===== config.mk =====
export PLATFORM = sky130hd
export DESIGN_NAME = cgra_config_loader_flat
export DESIGN_NICKNAME = d
export VERILOG_FILES = /design/src/rtl/cgra_config_loader_if.sv /design/src/rtl/cgra_config_loader.sv /design/src/flat_wrapper.sv
export SDC_FILE = /design/constraint.sdc
export NUM_CORES = 1
export LEC_CHECK = 0
export ABC_AREA = 1
export ABC_CLOCK_PERIOD_IN_PS = 4200
export CAP_MARGIN = 20
export CORE_MARGIN = 2
export CORE_UTILIZATION = 46
export DETAILED_ROUTE_END_ITERATION = 10
export PLACE_DENSITY_LB_ADDON = 0.08
export SYNTH_ARGS = -nofsm -noshare
export SYNTH_HDL_FRONTEND = slang
export SYNTH_SLANG_ARGS = --single-unit

===== constraint.sdc =====
create_clock -name clk -period 4.2 [get_ports clk]
set_input_delay 0.63 -clock clk [delete_from_list [all_inputs] [get_ports clk]]
set_output_delay 0.63 -clock clk [all_outputs]
set_load 0.02 [all_outputs]

===== src/rtl/cgra_config_loader_if.sv =====
// Config-word stream between a host/DMA source and the CGRA config loader.
// The master drives a word plus valid/last, and the slave returns ready.
interface cgra_config_loader_if #(
  parameter int unsigned PE_ROW_BIT_LENGTH       = 2,
  parameter int unsigned PE_COLUMN_BIT_LENGTH    = 2,
  parameter int unsigned NEIGHBOR_PE_NUM         = 4,
  parameter int unsigned INPUT_NUM_BIT_LENGTH    = 3,
  parameter int unsigned OPERATION_BIT_LENGTH    = 4,
  parameter int unsigned DATA_WIDTH              = 32,
  parameter int unsigned CONTEXT_SIZE_BIT_LENGTH = 5
);
  logic                               in_valid;
  logic                               in_ready;
  logic                               in_last;
  logic [PE_ROW_BIT_LENGTH-1:0]       in_row;
  logic [PE_COLUMN_BIT_LENGTH-1:0]    in_column;
  logic [CONTEXT_SIZE_BIT_LENGTH-1:0] in_context;
  logic [INPUT_NUM_BIT_LENGTH-1:0]    in_input_1;
  logic [INPUT_NUM_BIT_LENGTH-1:0]    in_input_2;
  logic [NEIGHBOR_PE_NUM-1:0]         in_output_mask;
  logic [OPERATION_BIT_LENGTH-1:0]    in_op;
  logic [DATA_WIDTH-1:0]              in_const;

  modport master (
    output in_valid, in_last, in_row, in_column, in_context, in_input_1, in_input_2,
           in_output_mask, in_op, in_const,
    input  in_ready
  );

  modport slave (
    input  in_valid, in_last, in_row, in_column, in_context, in_input_1, in_input_2,
           in_output_mask, in_op, in_const,
    output in_ready
  );
endinterface


===== src/rtl/cgra_config_loader.sv =====
// CGRA config loader: accepts a stream of per-PE/per-context config words and replays them
// as one registered write strobe per word, then signals start of execution at end of session.
module cgra_config_loader #(
  parameter int unsigned PE_ROW_SIZE             = 4,
  parameter int unsigned PE_COLUMN_SIZE          = 4,
  parameter int unsigned PE_ROW_BIT_LENGTH       = 2,
  parameter int unsigned PE_COLUMN_BIT_LENGTH    = 2,
  parameter int unsigned NEIGHBOR_PE_NUM         = 4,
  parameter int unsigned INPUT_NUM_BIT_LENGTH    = 3,
  parameter int unsigned OPERATION_BIT_LENGTH    = 4,
  parameter int unsigned DATA_WIDTH              = 32,
  parameter int unsigned CONTEXT_SIZE_BIT_LENGTH = 5
) (
  input  logic                               clk,
  input  logic                               reset,
  input  logic                               load_start,
  cgra_config_loader_if.slave                cfg,
  output logic [PE_ROW_BIT_LENGTH-1:0]       config_PE_row_index,
  output logic [PE_COLUMN_BIT_LENGTH-1:0]    config_PE_column_index,
  output logic [INPUT_NUM_BIT_LENGTH-1:0]    config_input_PE_index_1,
  output logic [INPUT_NUM_BIT_LENGTH-1:0]    config_input_PE_index_2,
  output logic [NEIGHBOR_PE_NUM-1:0]         config_output_PE_index,
  output logic [OPERATION_BIT_LENGTH-1:0]    config_op,
  output logic [DATA_WIDTH-1:0]              config_const_data,
  output logic [CONTEXT_SIZE_BIT_LENGTH-1:0] config_index,
  output logic                               write_config_data,
  output logic [CONTEXT_SIZE_BIT_LENGTH-1:0] mapping_context_max_id,
  output logic                               start_exec,
  output logic                               busy,
  output logic                               done,
  output logic                               error,
  output logic [15:0]                        word_count
);

  typedef enum logic [1:0] {StIdle, StLoad, StFlush, StStart} state_e;

  state_e state_q, state_d;
  logic   accept, in_range, wr_en, session_start;
  logic   error_q, done_q, write_q;
  logic [15:0]                        count_q;
  logic [CONTEXT_SIZE_BIT_LENGTH-1:0] max_id_q;

  assign cfg.in_ready  = (state_q == StLoad);
  assign accept        = cfg.in_valid && cfg.in_ready;
  // Casts widen the indices so the range check also works when the index can exceed the array.
  assign in_range      = (int'(cfg.in_row) < int'(PE_ROW_SIZE)) &&
                         (int'(cfg.in_column) < int'(PE_COLUMN_SIZE));
  assign wr_en         = accept && in_range;
  assign session_start = (state_q == StIdle) && load_start;

  // State register.
  always_ff @(posedge clk) begin
    if (reset) state_q <= StIdle;
    else       state_q <= state_d;
  end

  // Next-state logic; a rejected last word still closes the session.
  always_comb begin
    state_d = state_q;
    unique case (state_q)
      StIdle:  if (load_start) state_d = StLoad;
      StLoad:  if (accept && cfg.in_last) state_d = StFlush;
      StFlush: state_d = StStart;
      StStart: state_d = StIdle;
      default: state_d = StIdle;
    endcase
  end

  // Registered config fields: updated only on written words, held between strobes.
  always_ff @(posedge clk) begin
    if (reset) begin
      config_PE_row_index     <= '0;
      config_PE_column_index  <= '0;
      config_input_PE_index_1 <= '0;
      config_input_PE_index_2 <= '0;
      config_output_PE_index  <= '0;
      config_op               <= '0;
      config_const_data       <= '0;
      config_index            <= '0;
    end else if (wr_en) begin
      config_PE_row_index     <= cfg.in_row;
      config_PE_column_index  <= cfg.in_column;
      config_input_PE_index_1 <= cfg.in_input_1;
      config_input_PE_index_2 <= cfg.in_input_2;
      config_output_PE_index  <= cfg.in_output_mask;
      config_op               <= cfg.in_op;
      config_const_data       <= cfg.in_const;
      config_index            <= cfg.in_context;
    end
  end

  // Session status: strobe, saturating count, max context, sticky error/done.
  always_ff @(posedge clk) begin
    if (reset) begin
      write_q  <= 1'b0;
      count_q  <= '0;
      max_id_q <= '0;
      error_q  <= 1'b0;
      done_q   <= 1'b0;
    end else begin
      write_q <= wr_en;
      if (session_start) begin
        count_q  <= '0;
        max_id_q <= '0;
        error_q  <= 1'b0;
        done_q   <= 1'b0;
      end else begin
        if (wr_en && (count_q != 16'hFFFF)) count_q <= count_q + 16'd1;
        if (wr_en && (cfg.in_context > max_id_q)) max_id_q <= cfg.in_context;
        if (accept && !in_range) error_q <= 1'b1;
        if (state_q == StStart) done_q <= 1'b1;
      end
    end
  end

  assign write_config_data      = write_q;
  assign word_count             = count_q;
  assign mapping_context_max_id = max_id_q;
  assign error                  = error_q;
  assign done                   = done_q;
  assign busy                   = (state_q != StIdle);
  assign start_exec             = (state_q == StStart) && !error_q;

endmodule


===== src/flat_wrapper.sv =====
// flat-port wrapper written by rule: the top's interface ports become plain ports
module cgra_config_loader_flat 
#(
  parameter int unsigned PE_ROW_SIZE             = 4,
  parameter int unsigned PE_COLUMN_SIZE          = 4,
  parameter int unsigned PE_ROW_BIT_LENGTH       = 2,
  parameter int unsigned PE_COLUMN_BIT_LENGTH    = 2,
  parameter int unsigned NEIGHBOR_PE_NUM         = 4,
  parameter int unsigned INPUT_NUM_BIT_LENGTH    = 3,
  parameter int unsigned OPERATION_BIT_LENGTH    = 4,
  parameter int unsigned DATA_WIDTH              = 32,
  parameter int unsigned CONTEXT_SIZE_BIT_LENGTH = 5
)
  (clk, reset, load_start, config_PE_row_index, config_PE_column_index, config_input_PE_index_1, config_input_PE_index_2, config_output_PE_index, config_op, config_const_data, config_index, write_config_data, mapping_context_max_id, start_exec, busy, done, error, word_count, cfg_in_valid, cfg_in_last, cfg_in_row, cfg_in_column, cfg_in_context, cfg_in_input_1, cfg_in_input_2, cfg_in_output_mask, cfg_in_op, cfg_in_const, cfg_in_ready);
  cgra_config_loader_if #(.PE_ROW_BIT_LENGTH(PE_ROW_BIT_LENGTH), .PE_COLUMN_BIT_LENGTH(PE_COLUMN_BIT_LENGTH), .NEIGHBOR_PE_NUM(NEIGHBOR_PE_NUM), .INPUT_NUM_BIT_LENGTH(INPUT_NUM_BIT_LENGTH), .OPERATION_BIT_LENGTH(OPERATION_BIT_LENGTH), .DATA_WIDTH(DATA_WIDTH), .CONTEXT_SIZE_BIT_LENGTH(CONTEXT_SIZE_BIT_LENGTH)) cfg_i ();
  input  logic clk;
  input  logic reset;
  input  logic load_start;
  output logic [PE_ROW_BIT_LENGTH-1:0] config_PE_row_index;
  output logic [PE_COLUMN_BIT_LENGTH-1:0] config_PE_column_index;
  output logic [INPUT_NUM_BIT_LENGTH-1:0] config_input_PE_index_1;
  output logic [INPUT_NUM_BIT_LENGTH-1:0] config_input_PE_index_2;
  output logic [NEIGHBOR_PE_NUM-1:0] config_output_PE_index;
  output logic [OPERATION_BIT_LENGTH-1:0] config_op;
  output logic [DATA_WIDTH-1:0] config_const_data;
  output logic [CONTEXT_SIZE_BIT_LENGTH-1:0] config_index;
  output logic write_config_data;
  output logic [CONTEXT_SIZE_BIT_LENGTH-1:0] mapping_context_max_id;
  output logic start_exec;
  output logic busy;
  output logic done;
  output logic error;
  output logic [15:0] word_count;
  input wire logic [$bits(cfg_i.in_valid)-1:0] cfg_in_valid;
  input wire logic [$bits(cfg_i.in_last)-1:0] cfg_in_last;
  input wire logic [$bits(cfg_i.in_row)-1:0] cfg_in_row;
  input wire logic [$bits(cfg_i.in_column)-1:0] cfg_in_column;
  input wire logic [$bits(cfg_i.in_context)-1:0] cfg_in_context;
  input wire logic [$bits(cfg_i.in_input_1)-1:0] cfg_in_input_1;
  input wire logic [$bits(cfg_i.in_input_2)-1:0] cfg_in_input_2;
  input wire logic [$bits(cfg_i.in_output_mask)-1:0] cfg_in_output_mask;
  input wire logic [$bits(cfg_i.in_op)-1:0] cfg_in_op;
  input wire logic [$bits(cfg_i.in_const)-1:0] cfg_in_const;
  output wire logic [$bits(cfg_i.in_ready)-1:0] cfg_in_ready;
  assign cfg_i.in_valid = cfg_in_valid;
  assign cfg_i.in_last = cfg_in_last;
  assign cfg_i.in_row = cfg_in_row;
  assign cfg_i.in_column = cfg_in_column;
  assign cfg_i.in_context = cfg_in_context;
  assign cfg_i.in_input_1 = cfg_in_input_1;
  assign cfg_i.in_input_2 = cfg_in_input_2;
  assign cfg_i.in_output_mask = cfg_in_output_mask;
  assign cfg_i.in_op = cfg_in_op;
  assign cfg_i.in_const = cfg_in_const;
  assign cfg_in_ready = cfg_i.in_ready;
  cgra_config_loader #(.PE_ROW_SIZE(PE_ROW_SIZE), .PE_COLUMN_SIZE(PE_COLUMN_SIZE), .PE_ROW_BIT_LENGTH(PE_ROW_BIT_LENGTH), .PE_COLUMN_BIT_LENGTH(PE_COLUMN_BIT_LENGTH), .NEIGHBOR_PE_NUM(NEIGHBOR_PE_NUM), .INPUT_NUM_BIT_LENGTH(INPUT_NUM_BIT_LENGTH), .OPERATION_BIT_LENGTH(OPERATION_BIT_LENGTH), .DATA_WIDTH(DATA_WIDTH), .CONTEXT_SIZE_BIT_LENGTH(CONTEXT_SIZE_BIT_LENGTH)) u_core (.clk(clk), .reset(reset), .load_start(load_start), .cfg(cfg_i), .config_PE_row_index(config_PE_row_index), .config_PE_column_index(config_PE_column_index), .config_input_PE_index_1(config_input_PE_index_1), .config_input_PE_index_2(config_input_PE_index_2), .config_output_PE_index(config_output_PE_index), .config_op(config_op), .config_const_data(config_const_data), .config_index(config_index), .write_config_data(write_config_data), .mapping_context_max_id(mapping_context_max_id), .start_exec(start_exec), .busy(busy), .done(done), .error(error), .word_count(word_count));
endmodule

==> results.json, run 1 <==
{
  "run_status": "finished, final reports clean",
  "cellLeakagePower_nw": 1.86,
  "multiInputGateArea_mm2": 0.00154,
  "design.final.nets": 654,
  "mapped_cell_area_mm2": 0.00333,
  "cp.required_ns": 3.57,
  "min_from": "u_core.config_const_data[12]$_SDFFE_PP0N_",
  "syn2layout_area_growth_pct": 50.2,
  "finalWirelength_um": 8460,
  "synth_seq_area_share_pct": 48.0,
  "internal_power_mw": 1.63,
  "global_route.peak_usage_layer": "met2",
  "yosys.area_share.adder_pct": 4.13,
  "synth_simple_gate_area_share_pct": 27.2,
  "yosysTopAreaCellShare_pct": 48.0,
  "antenna_found_initial": 0,
  "die_w_um": 89.1,
  "netlist_top_cells_area": "dfxtp_1 (48%), nor2_1 (15%), o21ai_0 (8.7%), nand2_1 (6.3%), ha_1 (4.1%)",
  "max-slew-margin-rel_pct": 62.3,
  "max_cap_violations": 0,
  "worst_slew_pin_slew_ns": 0.565,
  "cts_num_sinks": 80,
  "timing.critical_path.from": "u_core.state_q[0]$_SDFFE_PP0P_",
  "report.final.slew_viol_count": 0,
  "synth_area_per_inst_um2": 7.41,
  "drt-pass1-iter-count": 6,
  "share_seq_of_total_power_pct": 39.1,
  "final_std_cells_w_o_fill": 686,
  "clock_insertion_delay_worst_skew_ns": 0.35,
  "core-area_mm2": 0.00714,
  "ctsHoldBuffers": 0,
  "tritoncts_clock_tree": "built",
  "grt_pass1_vias": 3044,
  "ios": 142,
  "holdWs_ns": 0.480,
  "sequential_cell_area_mm2": 0.00160,
  "setup-tns-final_ns": 0,
  "report.final.hold_viol_count": 0,
  "clock.fmax_mhz": 423,
  "min_period_over_period_pct": 56.2,
  "place_area_mm2": 0.00478,
  "globalplace.congestion": 0.805,
  "global_route_wire_length_before_repair_um": 13300,
  "postSynthNetCount": 521,
  "antenna_violating_nets_post_route": 0,
  "synthDistinctLibCells": 27,
  "worstPathArrival_ns": 1.73,
  "power.share.clock_pct": 23.5,
  "global_routing_usage_summed_across_all_routing_layers_pct": 21.4,
  "globalRoute.totalOverflow": 0,
  "final.min_clock_period_ns": 2.36,
  "grt_start_max_net_pins": 58,
  "fillers": 662,
  "initial_utilization_pct": 46.7,
  "met3_usage_pct": 7.76,
  "number_of_buffers_inserted_by_post_cts_setup_repair": 0,
  "critPathCaptureType": "output pin",
  "ctsHtreeMaxLevel": 3,
  "fin_worst_skew_ns": 0.00840,
  "portBuffers": 140,
  "cts_repair_resize_count": 0,
  "synthXorXnorAreaFrac_pct": 1.58,
  "synthesis.yosys.warnings": 0,
  "synth_top_family_by_area": "simple AND/OR/NAND/NOR gates",
  "insertedDiodeCount": 0,
  "post-route-cell-area_mm2": 0.00501,
  "vdd_ir_drop_max_mv": 0.270,
  "detail_route.drc_violations": 0,
  "groute.layer.met2.usage_pct": 36.6,
  "post-dp-hpwl_um": 6080,
  "drt-vias-per-instance": 4.80,
  "synth_top_cell_by_area": "dfxtp_1",
  "setup_viol": 0,
  "startpoint_of_the_most_critical_register_to_register_path": "u_core.state_q[0]$_SDFFE_PP0P_",
  "synthCells": 450,
  "p_per_area_mw_per_mm2": 495,
  "grt_util_met1_pct": 23.9,
  "netSwitchingFraction_pct": 34.4,
  "inserted_clock_buffers": 9,
  "vias": 3292,
  "timing.setup.critical_path_class": "flop to output pin",
  "detail_route.iter0.violations": 120,
  "synthesis_stage_register_bit_count": 80,
  "p_comb_share_pct": 37.4,
  "power_switching_uw": 853,
  "synth_compound_gate_area_share_pct": 13.0,
  "clockBufferDepth": 2,
  "die_height_um": 89.1,
  "cts-root-buf": "clkbuf_8",
  "cp-start-kind": "flop",
  "post_synth_mux_area_share_pct": 0,
  "numPlacedInstances": 670,
  "die_area_mm2": 0.00795,
  "drive_above_1_share_pct": 5.62,
  "hold_path.class": "flop to flop",
  "floorplan.rows": 31,
  "crit_path_max_fanout": 4,
  "detail_route.wl_per_cell_um": 12.3,
  "clock_transition_at_the_registers_of_the_reported_paths_ns": 0.07,
  "rsz0062_at_grt": "false"
}
synth_stat cells:
library cell	n
nand3b_1	1
o21bai_1	1
nand4_1	4
nor3_1	2
ha_1	11
nand2_2	5
o21ai_0	58
dfxtp_1	80
buf_6	2
a21oi_1	22
xnor2_1	2
clkinv_1	1
nand3_1	19
nor2_1	129
a21oi_2	1
nor2_2	4
clkbuf_1	13
nor3b_1	1
nor2_4	1
buf_2	6
o21ai_2	1
inv_1	23
conb_1	1
buf_4	1
a211oi_1	1
nand2_1	56
xor2_1	4
per-layer routing:
metal,vias up,routed length (um)
li1,1707,-
met1,1490,3430
met2,83,4200
met3,12,699
met4,0,133
met5,-,0
kinds of logic after synthesis:
logic type / after synthesis
other: 1
AO/OA/AOI/OAI: 84
AND/OR/NAND/NOR: 222
adder cells (fa/ha/maj): 11
XOR/XNOR: 6
flip-flops: 80
buffers and inverters: 46
layout by cell type, fill, tap and decap left out, types with 2 or more instances in the layout:
cell type | synthesis | layout
a21oi_1 | 22 | 22
buf_4 | 1 | 3
clkbuf_8 | 0 | 12
clkdlybuf4s50_1 | 0 | 140
clkinv_2 | 0 | 2
dfxtp_1 | 80 | 80
ha_1 | 11 | 11
inv_1 | 23 | 22
nand2_1 | 56 | 55
nand2_2 | 5 | 6
nand3_1 | 19 | 19
nand4_1 | 4 | 4
nor2_1 | 129 | 129
nor2_2 | 4 | 4
nor3_1 | 2 | 2
o21ai_0 | 58 | 58
xnor2_1 | 2 | 2
xor2_1 | 4 | 4
state kept, by name (all words and copies together), names as in the netlist:
name / count
u_core.write_config_data: 1
u_core.word_count: 16
u_core.mapping_context_max_id: 5
u_core.config_const_data: 32
u_core.config_PE_row_index: 2
u_core.config_op: 4
u_core.config_PE_column_index: 2
u_core.config_input_PE_index_1: 3
u_core.config_index: 5
u_core.config_input_PE_index_2: 3
u_core.done: 1
u_core.state_q: 2
u_core.config_output_PE_index: 4
power groups by stage:
stage | Sequential [mW] | Clock [mW] | Combinational, mW
after floorplan | 1.14 | 0 | 0.368
after global placement | 0.983 | 0 | 0.913
after detailed placement | 0.988 | 0 | 0.927
after CTS | 0.972 | 0.594 | 0.933
after global routing | 0.987 | 0.622 | 1.03
final | 0.970 | 0.582 | 0.927
critical path: stages, from the launching register on:
cell,delay (ns)
dfxtp_1,0.36
inv_1,0.10
ha_1,0.23
inv_1,0.07
clkdlybuf4s50_1,0.62
area by class of cell:
class	instances	area share, %
Clock buffer	12	3.30
Clock inverter	3	0.799
Inverter	24	1.80
Multi-Input combinational cell	324	30.7
Sequential cell	80	32.0
Tap cell	99	2.47
Timing Repair Buffer	144	29.0
through the flow:
step | util, % | setup slack (ns) | total power [mW]
after floorplan | - | 2.51 | 1.51
after global placement | 66.9 | 1.73 | 1.90
after detailed placement | 66.9 | 1.70 | 1.92
after CTS | 69.8 | 1.82 | 2.50
after global routing | 70.2 | 1.74 | 2.64
final | 70.2 | 1.84 | 2.48
worst paths after layout:
path                                               endpoint  slack [ns]  cells past startpoint
setup / recovery                                       busy        1.84                      4
hold / removal    u_core.config_const_data[12]$_SDFFE_PP0N_        0.48                      2
setup reg to reg          u_core.word_count[8]$_SDFFE_PP0P_        2.16                      5
hold reg to reg   u_core.config_const_data[12]$_SDFFE_PP0N_        0.48                      2
No activity file was read; power rests on OpenSTA's default activity.
==> inputs of run 2 (changes only) <==
--- a/config.mk
+++ b/config.mk
@@ -6,10 +6,10 @@
 export NUM_CORES = 1
 export LEC_CHECK = 0
 export ABC_AREA = 1
-export ABC_CLOCK_PERIOD_IN_PS = 4200
+export ABC_CLOCK_PERIOD_IN_PS = 2100
 export CAP_MARGIN = 20
 export CORE_MARGIN = 2
-export CORE_UTILIZATION = 46
+export CORE_UTILIZATION = 38
 export DETAILED_ROUTE_END_ITERATION = 10
 export PLACE_DENSITY_LB_ADDON = 0.08
 export SYNTH_ARGS = -nofsm -noshare
==> constraint.sdc (replaced) <==
create_clock -name clk -period 2.1 [get_ports clk]
set_input_delay 0.315 -clock clk [delete_from_list [all_inputs] [get_ports clk]]
set_output_delay 0.315 -clock clk [all_outputs]
set_load 0.02 [all_outputs]
==> results.json, run 2 (same netlist as run 1, synthesis figures left out) <==
{
  "global_routing_usage_summed_across_all_routing_layers_pct": 18.4,
  "report.final.hold_viol_count": 0,
  "critical_path_buf_inv_count": 1,
  "max_stage_delay_cell_worst_path": "clkdlybuf4s50_1",
  "hold_path.class": "flop to flop",
  "drive_above_1_share_pct": 6.24,
  "top_register": "u_core.config_const_data",
  "critPathCaptureType": "output pin",
  "finalWirelength_um": 8680,
  "grt_pass1_vias": 3124,
  "worst_path_largest_cell_delay_ns": 0.64,
  "core-area_mm2": 0.00859,
  "vdd_ir_drop_max_mv": 0.483,
  "crit_path_max_fanout": 3,
  "ios": 142,
  "max_cap_violations": 0,
  "final_core_utilization_pct": 58.6,
  "globalRoute.totalOverflow": 0,
  "ctsHtreeMaxLevel": 3,
  "antenna_found_initial": 0,
  "post-dp-hpwl_um": 6250,
  "detail_route.wl_per_cell_um": 12.4,
  "vias": 3312,
  "detail_route.drc_violations": 0,
  "min_period_over_period_pct": 89.1,
  "cp-start-kind": "flop",
  "cts_num_sinks": 80,
  "run_status": "finished, final reports clean",
  "setup_viol": 0,
  "report.final.slew_viol_count": 0,
  "design.final.nets": 659,
  "global_route_wire_length_before_repair_um": 14400,
  "path_depth": 2,
  "final.min_clock_period_ns": 1.87,
  "ctsHoldBuffers": 0,
  "antenna_violating_nets_post_route": 0,
  "initial_utilization_pct": 38.8,
  "p_per_area_mw_per_mm2": 979,
  "timing.setup.critical_path_class": "flop to output pin",
  "grt_start_max_net_pins": 45,
  "cp_cell_sequence": "ha_1, clkdlybuf4s50_1",
  "insertedDiodeCount": 0,
  "globalplace.congestion": 0.861,
  "clock.fmax_mhz": 535,
  "cellLeakagePower_nw": 1.88,
  "die_area_mm2": 0.00954,
  "clockBufferDepth": 2,
  "floorplan.rows": 34,
  "cts-root-buf": "clkbuf_8",
  "hold_path_depth": 2,
  "detail_route.iter0.violations": 64,
  "most-common-layout-cells": "clkdlybuf4s50_1 (138), nor2_1 (129), dfxtp_1 (80)",
  "r2r.worst_path.cells": 7,
  "final_common_cell": "clkdlybuf4s50_1",
  "portBuffers": 140,
  "rsz0062_at_grt": "false",
  "post-route-cell-area_mm2": 0.00504,
  "die_height_um": 97.7,
  "critical-path-top-delay-family": "buffers and inverters",
  "inserted_clock_buffers": 9,
  "clock_insertion_delay_worst_skew_ns": 0.34,
  "cp.required_ns": 1.78,
  "die_w_um": 97.7,
  "drt-pass1-iter-count": 4,
  "setup-tns-final_ns": 0,
  "fin_worst_skew_ns": 0.0100,
  "fin_total_pwr_mw": 4.93,
  "worstPathArrival_ns": 1.56,
  "syn2layout_area_growth_pct": 51.1,
  "drt-vias-per-instance": 4.72,
  "largest_register_ff_count": 32,
  "clock_transition_at_the_registers_of_the_reported_paths_ns": 0.08,
  "tritoncts_clock_tree": "built",
  "place_area_mm2": 0.00484
}
run 2: area by class of cell:
type | count | area, um2
flip-flops and latches | 80 | 1600
inverters | 24 | 90.1
multi-input cells | 324 | 1540
well taps | 108 | 135
clock buffers | 11 | 131
repair buffers | 149 | 1490
fillers | 820 | 3550
clock inverters | 5 | 57.6
run 2: path summary, 6_finish.rpt:
path                                                  from                                       endpoint  slack [ns]
max                         u_core.state_q[0]$_SDFFE_PP0P_                                     start_exec        0.23
min          u_core.mapping_context_max_id[1]$_SDFFE_PP0P_  u_core.mapping_context_max_id[1]$_SDFFE_PP0P_        0.49
max reg2reg              u_core.word_count[0]$_SDFFE_PP0P_              u_core.word_count[9]$_SDFFE_PP0P_        0.33
min reg2reg  u_core.mapping_context_max_id[1]$_SDFFE_PP0P_  u_core.mapping_context_max_id[1]$_SDFFE_PP0P_        0.49
run 2: power by group:
group	internal [mW]	total (mW)	switching, mW
clock network	0.549	1.11	0.559
logic	0.851	1.88	1.03
registers	1.79	1.94	0.150
total	3.19	4.93	1.74
run 2: timing repair:
| item | CTS | global route |
|---|---|---|
| endpoints found under the setup margin | 0 | 2 |
| setup buffers | 0 | 0 |
| resized for setup | 0 | 2 |
| endpoints found under the hold margin | 0 | 0 |
run 2: worst min-delay path, cell delays in order, from the launching register on:
cell,delay (ns)
dfxtp_1,0.33
nand2_1,0.06
a21oi_1,0.05
run 2: per-layer routing:
metal	up-vias	track usage, %	wire length (um)
met5	-	0	0
met4	0	6.62	157
met3	11	7.05	724
met2	92	31.5	4050
met1	1495	21.0	3750
li1	1714	-	-
run 2: through the flow:
stage	instances	setup slack [ns]	hold slack, ns
2_1_floorplan	450	0.450	0.387
3_3_place_gp	685	0.139	0.461
3_5_place_dp	685	0.0922	0.476
4_1_cts	701	0.0330	0.490
5_1_grt	701	0.0801	0.507
6_report	701	0.229	0.486
==> inputs of run 3 (changes only) <==
--- a/config.mk
+++ b/config.mk
@@ -6,10 +6,11 @@
 export NUM_CORES = 1
 export LEC_CHECK = 0
 export ABC_AREA = 1
-export ABC_CLOCK_PERIOD_IN_PS = 2100
+export ABC_CLOCK_PERIOD_IN_PS = 1500
 export CAP_MARGIN = 20
 export CORE_MARGIN = 2
-export CORE_UTILIZATION = 38
+export CORE_UTILIZATION = 40
+export CTS_BUF_LIST = sky130_fd_sc_hd__clkbuf_2
 export DETAILED_ROUTE_END_ITERATION = 10
 export PLACE_DENSITY_LB_ADDON = 0.08
 export SYNTH_ARGS = -nofsm -noshare
==> constraint.sdc (replaced) <==
create_clock -name clk -period 1.5 [get_ports clk]
set_input_delay 0.225 -clock clk [delete_from_list [all_inputs] [get_ports clk]]
set_output_delay 0.225 -clock clk [all_outputs]
set_load 0.02 [all_outputs]
==> results.json, run 3 (same netlist as run 1, synthesis figures left out) <==
{
  "portBuffers": 140,
  "startpoint_of_the_most_critical_register_to_register_path": "u_core.mapping_context_max_id[4]$_SDFFE_PP0P_",
  "crit_path_max_fanout": 2,
  "global_routing_usage_summed_across_all_routing_layers_pct": 19.8,
  "vias": 3488,
  "clockBufferDepth": 2,
  "globalRoute.totalOverflow": 0,
  "post-dp-hpwl_um": 6460,
  "drt-pass1-iter-count": 5,
  "finalWirelength_um": 9700,
  "grt_start_max_net_pins": 42,
  "grt_pass1_vias": 3096,
  "inserted_clock_buffers": 9,
  "run_status": "finished, violations left",
  "antenna_violating_nets_post_route": 0,
  "design.final.nets": 698,
  "floorplan.rows": 33,
  "fin_total_pwr_mw": 6.95,
  "most-common-layout-cells": "nor2_1 (125), dfxtp_1 (60), clkdlybuf4s50_1 (59)",
  "cts_num_sinks": 80,
  "rsz0062_at_grt": "true",
  "post_layout_worst_setup_margin_ns": -0.00545,
  "critical-path-top-cell-by-count": "buf_6",
  "hold_path_depth": 3,
  "die_height_um": 95.3,
  "ios": 142,
  "report.final.hold_viol_count": 0,
  "insertedDiodeCount": 0,
  "worst_path_largest_cell_delay_ns": 0.39,
  "final_common_cell": "nor2_1",
  "r2r.worst_path.cells": 9,
  "die_area_mm2": 0.00908,
  "cp_cell_sequence": "buf_6, ha_4, buf_6",
  "fin_worst_skew_ns": 0.0295,
  "drive_above_1_share_pct": 29.0,
  "initial_utilization_pct": 41.0,
  "report.final.slew_viol_count": 0,
  "ctsHoldBuffers": 0,
  "ctsHtreeMaxLevel": 3,
  "tritoncts_clock_tree": "built",
  "detail_route.wl_per_cell_um": 13.2,
  "hold_path.class": "input port to flop",
  "min_period_over_period_pct": 100,
  "post-route-cell-area_mm2": 0.00540,
  "cellLeakagePower_nw": 2.25,
  "detail_route.drc_violations": 0,
  "dp_worst_setup_slack_ns": -0.301,
  "final.min_clock_period_ns": 1.51,
  "clock_transition_at_the_registers_of_the_reported_paths_ns": 0.23,
  "p_per_area_mw_per_mm2": 1290,
  "globalplace.congestion": 0.762,
  "antenna_found_initial": 0,
  "drt-vias-per-instance": 4.73,
  "max_cap_violations": 0,
  "timing.critical_path.from": "u_core.state_q[1]$_SDFFE_PP0P_",
  "cp-start-kind": "flop",
  "critPathCaptureType": "output pin",
  "top_register": "u_core.config_const_data",
  "clock.fmax_mhz": 664,
  "clock_insertion_delay_worst_skew_ns": 0.51,
  "cts-root-buf": "clkbuf_2",
  "max_stage_delay_cell_worst_path": "dfxtp_2",
  "syn2layout_area_growth_pct": 61.8,
  "detail_route.iter0.violations": 105,
  "min_from": "cfg_in_const[4]",
  "setup_viol": 2,
  "timing.setup.critical_path_class": "flop to output pin",
  "numPlacedInstances": 714,
  "cp.required_ns": 1.27,
  "worstPathArrival_ns": 1.28,
  "vdd_ir_drop_max_mv": 0.933,
  "global_route_wire_length_before_repair_um": 14200,
  "violations": "setup timing",
  "core-area_mm2": 0.00813,
  "largest_register_ff_count": 32,
  "place_area_mm2": 0.00514,
  "setup-tns-final_ns": -0.00959,
  "final_std_cells_w_o_fill": 737,
  "die_w_um": 95.3
}
[run 3: cell types whose count changed in the layout (fill, tap and decap cells not counted), moves of 9 or more]
cell / delta
clkdlybuf4s50_1: -79
clkdlybuf4s15_1: +22
clkbuf_2: +44
dfxtp_1: -20
clkbuf_8: -9
dfxtp_2: +18
buf_6: +10
buf_4: +32
[run 3: layout make-up]
type | count | area (um2)
multi-input cells | 324 | 1770
well taps | 105 | 131
flip-flops and latches | 80 | 1630
clock inverters | 5 | 78.8
repair buffers | 188 | 1640
fillers | 692 | 2740
clock buffers | 11 | 55.1
inverters | 24 | 98.8
[run 3: worst paths after layout]
path                                                         to  slack (ns)
setup / recovery                                     start_exec      -0.005
hold / removal         u_core.config_const_data[4]$_SDFFE_PP0N_        0.29
setup reg to reg  u_core.mapping_context_max_id[3]$_SDFFE_PP0P_        0.01
hold reg to reg   u_core.mapping_context_max_id[1]$_SDFFE_PP0P_        0.48
[run 3: power by group]
part | internal [mW] | switching, mW
Combinational | 1.27 | 1.65
Clock | 0.567 | 0.744
Sequential | 2.51 | 0.198
[run 3: repair_timing]
item | 4_1_cts | 5_1_grt
buffers inserted | 2 | 5
hold endpoints to repair | 0 | 0
resized for setup | 188 | 109
pin swaps | 3 | 15
cloned | 0 | 1
endpoints found under the setup margin | 95 | 124
[run 3: routing by layer]
layer / vias up / share of wire, % / global-route usage, %
met3: 13 / 6.2 / 4.03
met2: 89 / 50 / 34.2
li1: 1797 / - / -
met1: 1589 / 43 / 24.3
met5: - / 0 / 0
met4: 0 / 1.4 / 7.25
[run 3: worst max-delay path: cells and delay by family, from the launching register on]
kind,cells,cell delay (ns)
flops,1,0.39
fa+ha+maj,1,0.15
buf+inv,2,0.24
[run 3: through the flow]
step | utilization (%) | hold slack (ns)
5_1_grt | 66.3 | 0.269
6_report | 66.3 | 0.293
2_1_floorplan | - | 0.297
3_3_place_gp | 63.1 | 0.461
3_5_place_dp | 63.1 | 0.463
4_1_cts | 64.7 | 0.243
